$ cat src/rtl/pit_pkg.sv
// Shared register-map constants for the PIT register blocks (single- and multi-channel).
package pit_pkg;

  typedef enum logic [1:0] {
    REG_CTRL   = 2'd0,
    REG_MOD    = 2'd1,
    REG_STATUS = 2'd2,
    REG_RSVD   = 2'd3
  } reg_ofs_e;

  localparam int GCTRL_STOP_LSB = 8;

  localparam int CTRL_SLAVE_BIT = 15;
  localparam int CTRL_PRE_LSB   = 8;
  localparam int CTRL_PRE_W     = 4;
  localparam int CTRL_IEN_BIT   = 1;
  localparam int CTRL_EN_BIT    = 0;

  localparam int STAT_FLG_BIT = 0;
  localparam int STAT_OVF_BIT = 1;

  // Byte-lane merge of a write into an existing 16-bit register image.
  function automatic logic [15:0] merge_be(input logic [15:0] old_v,
                                           input logic [15:0] new_v,
                                           input logic [1:0]  be);
    return {be[1] ? new_v[15:8] : old_v[15:8],
            be[0] ? new_v[7:0]  : old_v[7:0]};
  endfunction

endpackage

$ cat src/rtl/pit_ch_regs.sv
// One PIT channel: CTRL, MOD, sticky STATUS (W1C) and registered interrupt.
module pit_ch_regs
  import pit_pkg::*;
#(
  parameter int   COUNT_SIZE  = 16,
  parameter logic NO_PRESCALE = 1'b0
) (
  input  logic                  bus_clk,
  input  logic                  async_rst_b,
  input  logic                  sync_reset,
  input  logic                  ctrl_we,
  input  logic                  mod_we,
  input  logic                  stat_we,
  input  logic [1:0]            wr_be,
  input  logic [15:0]           wdata,
  input  logic                  g_start,
  input  logic                  g_stop,
  input  logic                  cnt_flag,
  output logic [COUNT_SIZE-1:0] mod_value,
  output logic [3:0]            pre_scl,
  output logic                  slave,
  output logic                  cnt_en,
  output logic                  irq,
  output logic                  flg,
  output logic [15:0]           ctrl_rd,
  output logic [15:0]           mod_rd,
  output logic [15:0]           stat_rd
);

  logic                  slave_q, slave_d;
  logic [3:0]            pre_q, pre_d;
  logic                  ien_q, ien_d;
  logic                  en_q, en_d;
  logic [COUNT_SIZE-1:0] mod_q, mod_d;
  logic                  flg_q, flg_d;
  logic                  ovf_q, ovf_d;
  logic                  irq_q, irq_d;

  logic [15:0] ctrl_new;
  logic        unused_ctrl;
  logic        clr_flg, clr_ovf;

  always_comb begin
    ctrl_rd                                 = '0;
    ctrl_rd[CTRL_SLAVE_BIT]                 = slave_q;
    ctrl_rd[CTRL_PRE_LSB +: CTRL_PRE_W]     = pre_q;
    ctrl_rd[CTRL_IEN_BIT]                   = ien_q;
    ctrl_rd[CTRL_EN_BIT]                    = en_q;
    stat_rd                                 = '0;
    stat_rd[STAT_FLG_BIT]                   = flg_q;
    stat_rd[STAT_OVF_BIT]                   = ovf_q;
  end

  assign mod_rd      = 16'(mod_q);
  assign ctrl_new    = merge_be(ctrl_rd, wdata, wr_be);
  assign unused_ctrl = ^ctrl_new;
  assign clr_flg     = stat_we & wr_be[0] & wdata[STAT_FLG_BIT];
  assign clr_ovf     = stat_we & wr_be[0] & wdata[STAT_OVF_BIT];

  // A counter rollover always wins over a simultaneous W1C of flg.
  always_comb begin
    slave_d = slave_q;
    pre_d   = pre_q;
    ien_d   = ien_q;
    en_d    = en_q;
    mod_d   = mod_q;
    flg_d   = flg_q;
    ovf_d   = ovf_q;
    irq_d   = flg_q & ien_q;

    if (ctrl_we) begin
      slave_d = ctrl_new[CTRL_SLAVE_BIT];
      pre_d   = NO_PRESCALE ? '0 : ctrl_new[CTRL_PRE_LSB +: CTRL_PRE_W];
      ien_d   = ctrl_new[CTRL_IEN_BIT];
      en_d    = ctrl_new[CTRL_EN_BIT];
    end
    if (g_start) en_d = 1'b1;
    if (g_stop)  en_d = 1'b0;

    if (mod_we) mod_d = COUNT_SIZE'(merge_be(16'(mod_q), wdata, wr_be));

    if (cnt_flag)     flg_d = 1'b1;
    else if (clr_flg) flg_d = 1'b0;

    if (cnt_flag && flg_q && !clr_flg) ovf_d = 1'b1;
    else if (clr_ovf)                  ovf_d = 1'b0;

    if (sync_reset) begin
      slave_d = 1'b0;
      pre_d   = '0;
      ien_d   = 1'b0;
      en_d    = 1'b0;
      mod_d   = '0;
      flg_d   = 1'b0;
      ovf_d   = 1'b0;
      irq_d   = 1'b0;
    end
  end

  always_ff @(posedge bus_clk or negedge async_rst_b) begin
    if (!async_rst_b) begin
      slave_q <= 1'b0;
      pre_q   <= '0;
      ien_q   <= 1'b0;
      en_q    <= 1'b0;
      mod_q   <= '0;
      flg_q   <= 1'b0;
      ovf_q   <= 1'b0;
      irq_q   <= 1'b0;
    end else begin
      slave_q <= slave_d;
      pre_q   <= pre_d;
      ien_q   <= ien_d;
      en_q    <= en_d;
      mod_q   <= mod_d;
      flg_q   <= flg_d;
      ovf_q   <= ovf_d;
      irq_q   <= irq_d;
    end
  end

  assign mod_value = mod_q;
  assign pre_scl   = pre_q;
  assign slave     = slave_q;
  assign cnt_en    = en_q;
  assign irq       = irq_q;
  assign flg       = flg_q;

endmodule

$ cat src/rtl/pit_mch_regs.sv
// Multi-channel PIT register file: address decode, GCTRL start/stop fan-out,
// registered read mux and combined interrupt over NUM_CH pit_ch_regs instances.
module pit_mch_regs
  import pit_pkg::*;
#(
  parameter int   NUM_CH      = 4,
  parameter int   COUNT_SIZE  = 16,
  parameter int   DWIDTH      = 16,
  parameter logic NO_PRESCALE = 1'b0,
  parameter int   ADDR_W      = 5
) (
  input  logic                         bus_clk,
  input  logic                         async_rst_b,
  input  logic                         sync_reset,
  input  logic                         wr_en,
  input  logic [1:0]                   wr_be,
  input  logic [ADDR_W-1:0]            addr,
  input  logic                         rd_en,
  input  logic [DWIDTH-1:0]            write_bus,
  output logic [15:0]                  read_data,
  output logic                         rd_valid,
  input  logic [NUM_CH-1:0]            cnt_flag_i,
  output logic [NUM_CH*COUNT_SIZE-1:0] mod_value,
  output logic [NUM_CH*4-1:0]          pit_pre_scl,
  output logic [NUM_CH-1:0]            pit_slave,
  output logic [NUM_CH-1:0]            cnt_en_o,
  output logic [NUM_CH-1:0]            pit_irq_o,
  output logic                         irq_any_o
);

  localparam int                CH_IDX_W   = ADDR_W - 2;
  localparam logic [ADDR_W-1:0] GCTRL_ADDR = ADDR_W'(4 * NUM_CH);

  logic [15:0]         wdata;
  logic [CH_IDX_W-1:0] ch_idx;
  reg_ofs_e            ofs;
  logic                in_range, gctrl_hit;
  logic [NUM_CH-1:0]   g_start, g_stop, ch_flg, ch_irq;
  logic [15:0]         ctrl_rd [NUM_CH];
  logic [15:0]         mod_rd  [NUM_CH];
  logic [15:0]         stat_rd [NUM_CH];
  logic [15:0]         rd_mux;

  logic [15:0] read_data_q, read_data_d;
  logic        rd_valid_q, rd_valid_d;
  logic        irq_any_q, irq_any_d;

  // An 8-bit bus presents the same byte on both lanes; wr_be picks the lane.
  generate
    if (DWIDTH == 8) begin : g_bus8
      assign wdata = {2{write_bus}};
    end else begin : g_bus16
      assign wdata = 16'(write_bus);
    end
  endgenerate

  assign ch_idx    = addr[ADDR_W-1:2];
  assign ofs       = reg_ofs_e'(addr[1:0]);
  assign in_range  = addr < GCTRL_ADDR;
  assign gctrl_hit = addr == GCTRL_ADDR;
  assign g_start   = (wr_en && gctrl_hit && wr_be[0]) ? wdata[NUM_CH-1:0] : '0;
  assign g_stop    = (wr_en && gctrl_hit && wr_be[1]) ? wdata[GCTRL_STOP_LSB +: NUM_CH] : '0;

  generate
    for (genvar c = 0; c < NUM_CH; c++) begin : g_ch
      logic ch_hit;
      assign ch_hit = wr_en && in_range && (ch_idx == CH_IDX_W'(c));

      pit_ch_regs #(
        .COUNT_SIZE (COUNT_SIZE),
        .NO_PRESCALE(NO_PRESCALE)
      ) u_ch (
        .bus_clk    (bus_clk),
        .async_rst_b(async_rst_b),
        .sync_reset (sync_reset),
        .ctrl_we    (ch_hit && (ofs == REG_CTRL)),
        .mod_we     (ch_hit && (ofs == REG_MOD)),
        .stat_we    (ch_hit && (ofs == REG_STATUS)),
        .wr_be      (wr_be),
        .wdata      (wdata),
        .g_start    (g_start[c]),
        .g_stop     (g_stop[c]),
        .cnt_flag   (cnt_flag_i[c]),
        .mod_value  (mod_value[c*COUNT_SIZE +: COUNT_SIZE]),
        .pre_scl    (pit_pre_scl[c*4 +: 4]),
        .slave      (pit_slave[c]),
        .cnt_en     (cnt_en_o[c]),
        .irq        (ch_irq[c]),
        .flg        (ch_flg[c]),
        .ctrl_rd    (ctrl_rd[c]),
        .mod_rd     (mod_rd[c]),
        .stat_rd    (stat_rd[c])
      );
    end
  endgenerate

  always_comb begin
    rd_mux = '0;
    if (in_range) begin
      for (int i = 0; i < NUM_CH; i++) begin
        if (ch_idx == CH_IDX_W'(i)) begin
          case (ofs)
            REG_CTRL:   rd_mux = ctrl_rd[i];
            REG_MOD:    rd_mux = mod_rd[i];
            REG_STATUS: rd_mux = stat_rd[i];
            default:    rd_mux = '0;
          endcase
        end
      end
    end else if (gctrl_hit) begin
      rd_mux[NUM_CH-1:0]               = ch_flg;
      rd_mux[GCTRL_STOP_LSB +: NUM_CH] = ch_irq;
    end
  end

  // Read data samples pre-edge register state, so a same-cycle write is not visible.
  always_comb begin
    read_data_d = rd_en ? rd_mux : read_data_q;
    rd_valid_d  = rd_en;
    irq_any_d   = |ch_irq;
    if (sync_reset) begin
      read_data_d = '0;
      rd_valid_d  = 1'b0;
      irq_any_d   = 1'b0;
    end
  end

  always_ff @(posedge bus_clk or negedge async_rst_b) begin
    if (!async_rst_b) begin
      read_data_q <= '0;
      rd_valid_q  <= 1'b0;
      irq_any_q   <= 1'b0;
    end else begin
      read_data_q <= read_data_d;
      rd_valid_q  <= rd_valid_d;
      irq_any_q   <= irq_any_d;
    end
  end

  assign read_data = read_data_q;
  assign rd_valid  = rd_valid_q;
  assign irq_any_o = irq_any_q;
  assign pit_irq_o = ch_irq;

endmodule

$ cat config.mk
export PLATFORM = sky130hd
export DESIGN_NAME = pit_mch_regs
export DESIGN_NICKNAME = d
export VERILOG_FILES = /design/src/rtl/pit_pkg.sv /design/src/rtl/pit_ch_regs.sv /design/src/rtl/pit_mch_regs.sv
export SDC_FILE = /design/constraint.sdc
export NUM_CORES = 1
export LEC_CHECK = 0
export CAP_MARGIN = 10
export CORE_MARGIN = 1
export CORE_UTILIZATION = 46
export DETAILED_ROUTE_END_ITERATION = 10
export GPL_TIMING_DRIVEN = 0
export PLACE_DENSITY = 0.85
export SETUP_SLACK_MARGIN = 0.3
export SLEW_MARGIN = 30
export SYNTH_ARGS = -nofsm -noshare
export SYNTH_HDL_FRONTEND = slang
export SYNTH_SLANG_ARGS = --single-unit
$ cat constraint.sdc
create_clock -name bus_clk -period 1.34 [get_ports bus_clk]
set_input_delay 0.134 -clock bus_clk [delete_from_list [all_inputs] [get_ports bus_clk]]
set_output_delay 0.134 -clock bus_clk [all_outputs]
set_load 0.02 [all_outputs]
==> results, run 1 <==
- The most common cell in the synthesized netlist is sky130_fd_sc_hd__dfrtp_1.
- The number of flip-flops and latches in the synthesized netlist is 122.
- The worst hold path depth is 2.
- After layout, the worst setup slack is -0.191 ns.
- The number of enable flip-flop cells after synthesis is 0.
- The floorplan step defined a core boundary enclosing 12800 µm².
- In this run switching power makes up 26.3% of total power.
- The analysis attributes to net switching a power of 3.03 mW.
- The floorplan has 41 rows.
- The share of cells above drive strength 1 is 49.9%.
- The worst-case register-to-register setup slack is -0.19 ns.
- The via count of the first global-routing pass is 6341.
- 142 I/O pins were placed.
- The average instance area after synthesis is 10.6 µm².
- The detail route stage leaves a number of antenna-violating nets equal to 0.
- The number of clock buffers added by TritonCTS is 17.
- The clock net in this run drives a total of 122 sinks.
- Data on the critical path is required at its endpoint by 1.65 ns.
- The final layout net count is 859.
- Detailed placement ended at an HPWL of 14400 µm.
- Cells fill 77.9% of the core in the end.
- The vertical die dimension is 117 µm.
- In the final routed layout, each cell accounts on average for 25.7 µm.
- Clock latency on the worst-skew pair, taken at its later pin, is 0.43 ns.
- The ratio of final minimum period to clock period is 114%.
- Power spread over the standard cell area amounts to 1150 nW/µm².
- The die outline area is 13800 µm².
- The slew at the pin closest to its max-slew limit is 0.497 ns.
- After detailed routing, the number of remaining DRC violations is 0.
- The netlist area before placement is 6130 µm².
- The cell depth of the worst flop-to-flop path is 4.
- The number of nets handed over by synthesis was 609.
- The number of max-capacitance violations reported is 0.
- Measured against its own limit, the worst slew margin works out to 66.9%.
- The fraction of synthesized cell area taken by the top area cell type is 49.8%.
- The initial antenna violation count is 1.
- The launch point of the worst hold path is sync_reset.
- The worst register-to-register path ends at read_data[9]$_DFFE_PN0P_.
- The path with the worst hold slack has its endpoint at rd_valid$_DFF_PN0_.
- Sorting the synthesized cells by how often they occur yields sky130_fd_sc_hd__dfrtp_1 (122), sky130_fd_sc_hd__nand2_1 (88), sky130_fd_sc_hd__o21ai_1 (70).
- The first element of the critical path is g_ch[3].u_ch.mod_rd[9]$_DFFE_PN0P_.
- The internal power consumption is 8.50 mW.
- The yosys synthesis warning count is 0.
- Setup repair after global routing could not meet its margin everywhere.
- The horizontal die dimension is 117 µm.
- Clock skew on the completed layout was measured at 0.00710 ns.
- The total congestion overflow after global routing is 0.
- Setup violations remaining at the end of the flow were counted as 8.
- The max-slew violation count is 0.
- The cell count after synthesis came out at 577.
- The worst setup path is captured at a flop.
- The clock tree synthesis step divided the H-tree into 4 levels.
- For this run, the leading register cell type out of synthesis is sky130_fd_sc_hd__dfrtp_1.
- The clock tree from TritonCTS is built.
- The number of design-rule violations left by the first detailed-router iteration is 852.
- For this configuration, the core starts out at a cell density of 47.8%.
- The total leakage power is 4.61 nW.
- The maximum buffer depth of the clock tree is 2.
- The clock root buffer is sky130_fd_sc_hd__clkbuf_16.
- The worst reg2reg path startpoint is g_ch[3].u_ch.mod_rd[9]$_DFFE_PN0P_.
- In the routed layout, each cell is associated on average with a via count of 6.47.
- The tightest hold path in the finished design has a slack of 0.0861 ns.
- The power share of the sequential group is 35.6%.
- The peak supply drop is 0.892 mV.
- In this run the worst path has a maximum fanout of 2.
- The worst hold path belongs to the class in2reg.
- The first detailed-routing pass took 5 iterations.
- The area of all placed cells without fillers is 9990 µm².
- Routability-driven placement finished with a final weighted congestion of 0.898.
- The critical path start-end classification is reg2reg.
- The flow ran to the end, but the final reports show violations.
- The maximum number of pins on one net before global-route repair is 74.
- The number of I/O port buffers is 139.
- After synthesis, the netlist uses 61 different library cells.
- Yosys attributes the largest share of cell area to sky130_fd_sc_hd__dfrtp_1 (50%), sky130_fd_sc_hd__o21ai_1 (5.7%), sky130_fd_sc_hd__nand2_1 (5.4%).
- The wire length of the first global-routing pass is 34800 µm.
- The placed instances occupy a cell area of 8000 µm².
- The routed via count is 6550.
- STA classifies the critical path startpoint as a flop.
- At the worst endpoint, the arrival time is 1.84 ns.
- The area growth from synthesis to final layout is 63.0%.
- Per report_power, the clock group accounts for 46.1% of the total.
- The final reports fail on setup timing.
- Combinational logic is responsible for 18.3% of the overall power.
- Of all cell types, the one taking the most synthesized area is sky130_fd_sc_hd__dfrtp_1.
- Clock-pin slew was measured on the worst setup and hold paths at 0.06 ns.
- The proportion of synthesized chip area in sequential cells is 49.8%.
- The fmax is 653 MHz.
- The routed design could run at a clock period as short as 1.53 ns.
- The total wire length is 26000 µm.
- The hold violation count in the final report came to 0.
- In the synthesized netlist the async set-or-reset flop fraction comes to 100%.
- The total global-route track usage is 33.6%.
-- logic make-up after synthesis --
| group | count (synthesis) | synth area share, % |
|---|---|---|
| compound gates | 145 | 15.6 |
| buf+inv | 56 | 5.96 |
| flops | 122 | 49.8 |
| mux | 57 | 11.6 |
| simple gates | 197 | 17.0 |
-- critical path, stage by stage, from the launching register on --
cell and delay [ns]:
sky130_fd_sc_hd__dfrtp_2 0.42, sky130_fd_sc_hd__mux4_2 0.52, sky130_fd_sc_hd__nand2_1 0.11, sky130_fd_sc_hd__a21oi_1 0.08, sky130_fd_sc_hd__a221o_1 0.27
-- how the worst max path moves through the flow --
stage                                     endpoint  slack [ns]  cells past startpoint
3_5_place_dp             read_data[11]$_DFFE_PN0P_       -0.82                      5
3_3_place_gp   g_ch[3].u_ch.pre_scl[1]$_DFFE_PN0P_       -4.69                      1
2_1_floorplan             read_data[8]$_DFFE_PN0P_       -0.05                      4
6_report                  read_data[9]$_DFFE_PN0P_       -0.19                      4
5_1_grt                   read_data[9]$_DFFE_PN0P_       -0.21                      4
4_1_cts                  read_data[10]$_DFFE_PN0P_       -0.13                      4
-- per-stage QoR --
step	setup TNS, ns	instances	setup WS [ns]	total power, mW
global route	-1.00	1013	-0.213	11.7
detailed placement	-77.33	889	-0.823	5.72
CTS	-0.506	982	-0.127	11.1
finish	-0.890	1013	-0.191	11.5
global placement	-609.75	888	-4.69	5.66
floorplan	-0.191	577	-0.0456	4.92
-- flip-flops by register name (all words and copies together), names as in the netlist --
register           count
g_ch.u_ch.cnt_en       4
g_ch.u_ch.flg          4
g_ch.u_ch.ien_q        4
g_ch.u_ch.irq          4
g_ch.u_ch.mod_rd      64
g_ch.u_ch.ovf_q        4
g_ch.u_ch.pre_scl     16
g_ch.u_ch.slave        4
irq_any_o              1
rd_valid               1
read_data             16
-- final cells by class --
type	instances	area (µm²)
flip-flops and latches	122	3110
well taps	172	215
clock buffers	25	485
fillers	684	2830
clock inverters	7	185
plain buffers	48	544
multi-input cells	399	3060
inverters	8	30.0
repair buffers	231	2360
diodes	1	2.50
-- cell usage in the layout (no fill, tap or decap), drive strengths merged, types with 4 or more instances in the layout --
cell / count
buf: 246
dfrtp: 122
nand2: 88
o21ai: 86
clkbuf: 36
nor2: 35
mux2i: 31
nand2b: 18
clkdlybuf4s50: 17
mux2: 17
a21oi: 14
a31oi: 11
o22ai: 10
mux4: 9
inv: 8
nor2b: 7
nand3b: 6
bufinv: 6
nand3: 6
o211ai: 5
nor3b: 5
a221o: 4
nand4: 4
nor3: 4
dlygate4sd2: 4
or2: 4
and3: 4
a221oi: 4
-- power groups by stage --
stage | logic [mW] | registers, mW | clock network [mW]
after floorplan | 0.646 | 4.27 | 0
after global placement | 1.55 | 4.11 | 0
after detailed placement | 1.60 | 4.11 | 0
after CTS | 1.83 | 4.07 | 5.24
after global routing | 2.18 | 4.11 | 5.43
final | 2.11 | 4.10 | 5.31
-- routing by layer --
metal	vias up	wire, µm	track usage (%)
met4	0	1900	26.5
li1	2560	-	-
met2	644	12200	52.9
met5	-	0	0
met1	3147	8960	38.3
met3	199	2900	9.78
-- what timing repair did --
| action | CTS | global route |
|---|---|---|
| endpoints found under the setup margin | 231 | 265 |
| hold buffers | 1 | 0 |
| endpoints found under the hold margin | 72 | 0 |
| gates resized for setup | 739 | 73 |
| buffers inserted | 60 | 28 |
| pin swaps | 21 | 21 |
| gates cloned | 0 | 2 |
Note: power is estimated with default switching activity, not from simulation.
==> inputs of run 2 (changes only) <==
--- a/config.mk
+++ b/config.mk
@@ -7,10 +7,10 @@
 export LEC_CHECK = 0
 export CAP_MARGIN = 10
 export CORE_MARGIN = 1
-export CORE_UTILIZATION = 46
+export CORE_UTILIZATION = 51
 export DETAILED_ROUTE_END_ITERATION = 10
 export GPL_TIMING_DRIVEN = 0
-export PLACE_DENSITY = 0.85
+export PLACE_DENSITY = 0.89
 export SETUP_SLACK_MARGIN = 0.3
 export SLEW_MARGIN = 30
 export SYNTH_ARGS = -nofsm -noshare
==> constraint.sdc (replaced) <==
create_clock -name bus_clk -period 1.55 [get_ports bus_clk]
set_input_delay 0.155 -clock bus_clk [delete_from_list [all_inputs] [get_ports bus_clk]]
set_output_delay 0.155 -clock bus_clk [all_outputs]
set_load 0.02 [all_outputs]
==> run 2 against run 1 <==
The run ends with DRC left. Clock power down 23%. First-iteration DRC count down 19%. Via count down 7.4%. Routed wire length down 13%. Hold slack better by 0.095 ns. Setup slack better by 0.23 ns. Power down 22%.
==> results, run 2 (same netlist as run 1, synthesis figures left out) <==
- The initial antenna violation count is 0.
- The cell with the biggest individual delay on the critical path is sky130_fd_sc_hd__mux4_2.
- The worst-case IR drop observed on VDD is 0.670 mV.
- The worst-case register-to-register setup slack is 0.04 ns.
- In the layout the commonest cells are sky130_fd_sc_hd__dfrtp_1 (94), sky130_fd_sc_hd__buf_2 (82), sky130_fd_sc_hd__nand2_1 (82).
- The post-route antenna net violation count is 0.
- The number of placed I/O pins is 142.
- In the final design database the tool counted 814 nets.
- The fmax is 660 MHz.
- The number of flip-flops under the largest register name is 64.
- After routing the design area is 8640 µm².
- The critical path data arrival time is 1.82 ns.
- The ratio of final minimum period to clock period is 97.7%.
- Input and output buffers added on the ports amount to 139.
- Setup violations remaining at the end of the flow were counted as 0.
- Setup repair after global routing could not meet its margin everywhere.
- The vertical die dimension is 112 µm.
- The hold violation count in the final report is 0.
- After detailed routing, the number of remaining DRC violations is 6.
- The post-detailed-placement half-perimeter wirelength is 13700 µm.
- The congestion estimate from routability-driven global placement came to 0.944.
- The required time of the critical path is 1.85 ns.
- The maximum number of pins on one net before global-route repair is 88.
- The horizontal die dimension is 112 µm.
- The floorplan has 39 rows.
- The initial standard-cell utilization of the core is 53.0%.
- Measured against its own limit, the worst slew margin works out to 56.9%.
- The clock buffer count from CTS is 17.
- The number of H-tree branching levels is 4.
- The most frequent standard cell in the layout excluding fill and tap cells is sky130_fd_sc_hd__dfrtp_1.
- In this run the static leakage power is 4.11 nW.
- The critical path endpoint category is a flop.
- The cell depth of the worst flop-to-flop path is 4.
- The slew at the pin closest to its max-slew limit is 0.646 ns.
- The critical path start-end classification is reg2reg.
- In the routed layout, each cell is associated on average with a via count of 6.47.
- 0 antenna diodes ended up in the layout.
- The via count of the first global-routing pass is 5998.
- The clock root buffer is sky130_fd_sc_hd__clkbuf_16.
- Once placement finished, the instance area stood at 7790 µm².
- The flow ran to the end, but the final reports show violations.
- The clock tree from TritonCTS is built.
- The total global-route track usage is 36.0%.
- The first global-routing pass estimated 33700 µm of wire.
- The die covers 12500 µm².
- The clock period minus final worst setup slack is 1.51 ns.
- Hold timing on the final database bottoms out at a slack of 0.181 ns.
- After detailed routing, the average wire length per cell comes to 24.1 µm.
- The final reports fail on DRC.
- The max-slew violation count came to 0.
- The first TritonRoute pass finished after 9 iterations.
- The source-to-sink clock delay at the later pin of the worst-skew pair is 0.42 ns.
- For this block, the routed nets add up to 22600 µm of wire.
- After the first detailed-routing iteration, the DRC count stood at 690.
- The critical path goes through mux4_2 -> nand2_4 -> a21oi_4 -> a221o_1.
- The floorplan step defined a core boundary enclosing 11600 µm².
- The total congestion overflow after global routing is 0.
- Detailed routing inserted a total of 6065 vias.
- Compared with the post-synthesis result, the final layout area differs by 41.0%.
- The cell family contributing the most delay on the critical path is multiplexers.
- The maximum buffer depth of the clock tree is 2.
- The type of the most critical hold path is in2async.
- The endpoint identified for the worst register-to-register timing path is read_data[11]$_DFFE_PN0P_.
- The clock drives 122 sinks.
- The worst register-to-register path begins at g_ch[2].u_ch.pre_scl[3]$_DFFE_PN0P_.
- Max-cap violations in this run came to 0.
- The clock arrives with 0.00946 ns of skew.
- Along the worst path, the maximum fanout reaches 3.
- Clock-pin slew was measured on the worst setup and hold paths at 0.06 ns.
- The critical path contains buffers and inverters numbering 0 combined.
- The share of cells above drive strength 1 is 42.6%.
- In this run the power density over the cells is 1040 nW/µm².
- The category of the worst setup path launch point is a flop.
- The maximum single-stage delay on the critical path is 0.52 ns.
run 2: how the worst max path moves through the flow:
| stage | depth (start not counted) | endpoint | start |
|---|---|---|---|
| 2_1_floorplan | 4 | read_data[8]$_DFFE_PN0P_ | g_ch[3].u_ch.mod_rd[8]$_DFFE_PN0P_ |
| 3_3_place_gp | 1 | g_ch[3].u_ch.pre_scl[0]$_DFFE_PN0P_ | async_rst_b |
| 3_5_place_dp | 7 | read_data[11]$_DFFE_PN0P_ | addr[3] |
| 4_1_cts | 4 | read_data[11]$_DFFE_PN0P_ | g_ch[3].u_ch.mod_rd[11]$_DFFE_PN0P_ |
| 5_1_grt | 4 | read_data[11]$_DFFE_PN0P_ | g_ch[2].u_ch.pre_scl[3]$_DFFE_PN0P_ |
| 6_report | 4 | read_data[11]$_DFFE_PN0P_ | g_ch[2].u_ch.pre_scl[3]$_DFFE_PN0P_ |
run 2: through the flow:
stage	power, mW	TNS (ns)	worst slack (ns)	util, %	cells
after floorplan	4.21	0	0.164	-	577
after global placement	4.84	-558.87	-4.51	67.1	859
after detailed placement	4.89	-57.15	-0.706	67.4	860
after CTS	8.92	0	0.0722	75.0	917
after global routing	9.23	0	0.0291	74.7	938
final	9.01	0	0.0351	74.7	938
run 2: final cells by class:
type | count | area (µm²)
clock buffers | 18 | 439
flip-flops and latches | 122 | 3090
multi-input cells | 399 | 2860
inverters | 8 | 30.0
plain buffers | 48 | 439
clock inverters | 14 | 171
repair buffers | 186 | 1440
well taps | 143 | 179
fillers | 734 | 2920
run 2: where the power goes:
part | total [mW] | switching [mW] | internal, mW | leakage, nW
logic | 1.41 | 0.866 | 0.542 | 2.23
clock network | 4.10 | 1.53 | 2.57 | 0.292
registers | 3.50 | 0.151 | 3.35 | 1.59
total | 9.01 | 2.55 | 6.46 | 4.11
run 2: what timing repair did:
| item | in CTS | in global routing |
|---|---|---|
| gates resized for setup | 444 | 85 |
| buffers inserted | 24 | 20 |
| gates cloned | 0 | 1 |
| endpoints found under the hold margin | 68 | 0 |
| pin swaps | 14 | 11 |
| hold buffers | 1 | 0 |
| setup endpoints to repair | 231 | 148 |
run 2: metal layers:
| metal | part of all wire, % | vias up | global-route usage [%] |
|---|---|---|---|
| met3 | 9.9 | 140 | 8.11 |
| met1 | 36 | 2950 | 44.4 |
| met5 | 0 | - | 0 |
| met2 | 48 | 504 | 57.5 |
| li1 | - | 2471 | - |
| met4 | 6.2 | 0 | 22.5 |
==> inputs of run 3 (changes only) <==
--- a/config.mk
+++ b/config.mk
@@ -6,6 +6,7 @@
 export NUM_CORES = 1
 export LEC_CHECK = 0
 export CAP_MARGIN = 10
+export CORE_ASPECT_RATIO = 0.7
 export CORE_MARGIN = 1
 export CORE_UTILIZATION = 51
 export DETAILED_ROUTE_END_ITERATION = 10
==> run 3 against run 2 <==
The run still ends with DRC left. Clock skew decreased by 0.0023 ns. Largest power group unchanged. Highest routed layer is now met5. Global-route usage decreased by 0.19 points. Critical path depth unchanged. First-iteration DRC count increased by 2.6%. Hold slack worse by 0.015 ns. Core utilization fell by 1.9 points. Cell area down 1.2%. Die area is essentially flat. Clock-buffer cell count down 1. Cell count increased by 1.6%. Non-clock buffer count unchanged. Setup slack better by 0.033 ns.
==> results, run 3 (same netlist as run 1, synthesis figures left out) <==
- Sequential cells burn 40.2% of the power.
- The endpoint identified for the worst register-to-register timing path is read_data[11]$_DFFE_PN0P_.
- Dividing the detail-routed via count by the number of cells gives 6.36.
- Leaving out fill and tap cells, the most frequent cell in the layout is sky130_fd_sc_hd__dfrtp_1.
- Timing would allow up to 675 MHz.
- The final count of negative-setup-slack endpoints is 0.
- For this configuration, the core starts out at a cell density of 52.3%.
- The launch point of the worst hold path is rd_en.
- The cell count after placement is 874.
- The count of placed standard cells in the final layout, fillers left out is 953.
- The worst-case IR drop observed on VDD is 1.02 mV.
- Before antenna repair, the detailed router went through 9 iterations.
- STA classifies the critical path startpoint as a flop.
- The largest fanout on the critical path is 3.
- The post-route antenna net violation count is 0.
- The max-slew violation count is 0.
- The number of flip-flops under the largest register name is 64.
- In the final routed layout, each cell accounts on average for 23.7 µm.
- The worst reg2reg path startpoint is g_ch[3].u_ch.mod_rd[11]$_DFFE_PN0P_.
- Port buffering added 139 buffers.
- The final reports fail on DRC.
- The final estimated routing congestion in global placement is 0.916.
- The area of the core is 11700 µm².
- Entering global routing, the biggest net connects 88 pins.
- The worst-case register-to-register setup slack is 0.07 ns.
- The cell with the biggest individual delay on the critical path is sky130_fd_sc_hd__mux4_2.
- Setup slack on the critical path of the routed design comes to 0.0677 ns.
- The source-to-sink clock delay at the later pin of the worst-skew pair is 0.43 ns.
- The headroom to the max-slew limit is 67.6%.
- The area growth from synthesis to final layout is 39.3%.
- Internal power comes to 5.99 mW.
- The remaining routing DRC violations is 4.
- For hold timing, the worst endpoint is rd_valid$_DFF_PN0_.
- The number of buffers and inverters on the critical path is 0.
- After the last flow step, the layout net total stands at 814.
- CTS built an H-tree with a depth of 4.
- The horizontal die dimension is 133 µm.
- The critical path endpoint category is a flop.
- The floorplan step set the die height to 93.7 µm.
- The run finished, with violations left.
- The cell family with the largest share of critical-path delay is multiplexers.
- TritonCTS built the clock tree.
- The number of placement rows is 33.
- Clock skew on the completed layout was measured at 0.00712 ns.
- The wire length of the first global-routing pass is 32700 µm.
- The library cells used most frequently in the layout, excluding fill and tap cells, are sky130_fd_sc_hd__dfrtp_1 (95), sky130_fd_sc_hd__buf_2 (92), sky130_fd_sc_hd__nand2_1 (81).
- The share of total power in combinational logic is 16.2%.
- The count of clock tree sinks is 122.
- The total power is 8.69 mW.
- The routed via count is 6065.
- The via count of the first global-routing pass is 5847.
- During I/O placement, the number of pins put on the boundary was 142.
- The required time of the critical path is 1.86 ns.
- Counting instances, the worst hold path has a depth of 2.
- Traced cell by cell, the critical path runs through mux4_2 -> nand2_2 -> a21oi_4 -> a221o_1.
- The post-detailed-placement half-perimeter wirelength is 14100 µm.
- The switching share of power is 31.1%.
- The post-route netlist has 43.5% of its cells at a drive strength greater than 1.
- The maximum buffer depth of the clock tree is 2.
- The critical path start-end classification is reg2reg.
- The total congestion overflow after global routing is 0.
- The power per unit of standard cell area is 1020 nW/µm².
- The type of the most critical hold path is in2reg.
- In this design, the stage delay of the slowest critical-path cell is 0.49 ns.
- The slew at the pin closest to its max-slew limit is 0.487 ns.
- The initial antenna violation count came to 3.
- The clock buffer count from CTS is 17.
- After layout, the worst path uses 95.6% of the clock period.
- The clock period minus final worst setup slack is 1.48 ns.
- Data on the critical path arrives at its endpoint at 1.80 ns.
- The final design utilization is 72.8%.
- Setup repair after global routing could not meet its margin everywhere.
- Before CTS, the worst setup slack after placement is -0.744 ns.
- In this run the number of cells on the critical path is 4.
- The number of design-rule violations left by the first detailed-router iteration is 708.
- The clock root buffer is sky130_fd_sc_hd__clkbuf_16.
- Max-cap violations in this run came to 0.
- The hold violation count in the final report is 0.
- Per report_power, the clock group accounts for 43.6% of the total.
- The total wire length is 22600 µm.
- The cell depth of the worst flop-to-flop path is 4.
- The die outline area is 12500 µm².
- The net switching power is 2.71 mW.
- The total global-route track usage is 35.8%.
- The total leakage power is 4.09 nW.
- The clock transition at the registers of the reported paths is 0.06 ns.
-- run 3: cell types whose count changed in the layout (fill, tap and decap cells not counted), moves of 3 or more --
cell,previous run,this run
sky130_fd_sc_hd__inv_6,1,8
sky130_fd_sc_hd__clkdlybuf4s15_2,16,7
sky130_fd_sc_hd__buf_6,35,39
sky130_fd_sc_hd__buf_2,82,92
sky130_fd_sc_hd__bufinv_16,3,0
-- run 3: worst reg2reg max path, stage by stage, from the launching register on --
cell                      delay [ns]
sky130_fd_sc_hd__dfrtp_2        0.42
sky130_fd_sc_hd__mux4_2         0.49
sky130_fd_sc_hd__nand2_2        0.10
sky130_fd_sc_hd__a21oi_4        0.08
sky130_fd_sc_hd__a221o_1        0.27
-- run 3: routing by layer --
metal,vias up,routed length [µm],part of all wire [%],global-route usage [%]
li1,2475,-,-,-
met2,514,10000,44,52.6
met1,2972,9170,41,47.8
met4,2,864,3.8,17.7
met5,-,13,0.058,0
met3,102,2510,11,11.6
-- run 3: final cells by class --
type	count	area, µm²
Multi-Input combinational cell	399	2870
Buffer	48	444
Clock inverter	15	130
Inverter	8	30.0
Antenna cell	1	2.50
Tap cell	157	196
Sequential cell	122	3090
Fill cell	780	3190
Clock buffer	17	425
Timing Repair Buffer	186	1350
-- run 3: worst max path at each step --
stage | from | to | slack (ns)
2_1_floorplan | g_ch[3].u_ch.mod_rd[8]$_DFFE_PN0P_ | read_data[8]$_DFFE_PN0P_ | 0.16
3_3_place_gp | async_rst_b | g_ch[1].u_ch.pre_scl[3]$_DFFE_PN0P_ | -4.50
3_5_place_dp | addr[4] | read_data[11]$_DFFE_PN0P_ | -0.74
4_1_cts | g_ch[2].u_ch.mod_rd[11]$_DFFE_PN0P_ | read_data[11]$_DFFE_PN0P_ | 0.09
5_1_grt | g_ch[3].u_ch.pre_scl[0]$_DFFE_PN0P_ | read_data[8]$_DFFE_PN0P_ | 0.05
6_report | g_ch[3].u_ch.mod_rd[11]$_DFFE_PN0P_ | read_data[11]$_DFFE_PN0P_ | 0.07
-- run 3: power by group through the flow --
| stage | sequential, mW | combinational [mW] | clock [mW] |
|---|---|---|---|
| 6_report | 3.50 | 1.41 | 3.79 |
| 5_1_grt | 3.51 | 1.48 | 3.92 |
| 4_1_cts | 3.49 | 1.34 | 3.75 |
| 3_5_place_dp | 3.55 | 1.35 | 0 |
| 3_3_place_gp | 3.54 | 1.30 | 0 |
| 2_1_floorplan | 3.68 | 0.522 | 0 |
-- run 3: repair_timing --
item,4_1_cts,5_1_grt
pin swaps,11,14
setup buffers,24,19
gates resized for setup,459,89
hold endpoints to repair,41,0
endpoints found under the setup margin,231,131
hold buffers,1,0
cloned,1,1
-- run 3: metrics by stage --
stage,TNS (ns),hold slack [ns],cell area [µm²]
2_1_floorplan,0,-0.141,6190
3_3_place_gp,-559.17,0.469,7770
3_5_place_dp,-59.90,0.0441,7810
4_1_cts,0,0.199,8490
5_1_grt,0,0.178,8540
6_report,0,0.166,8540
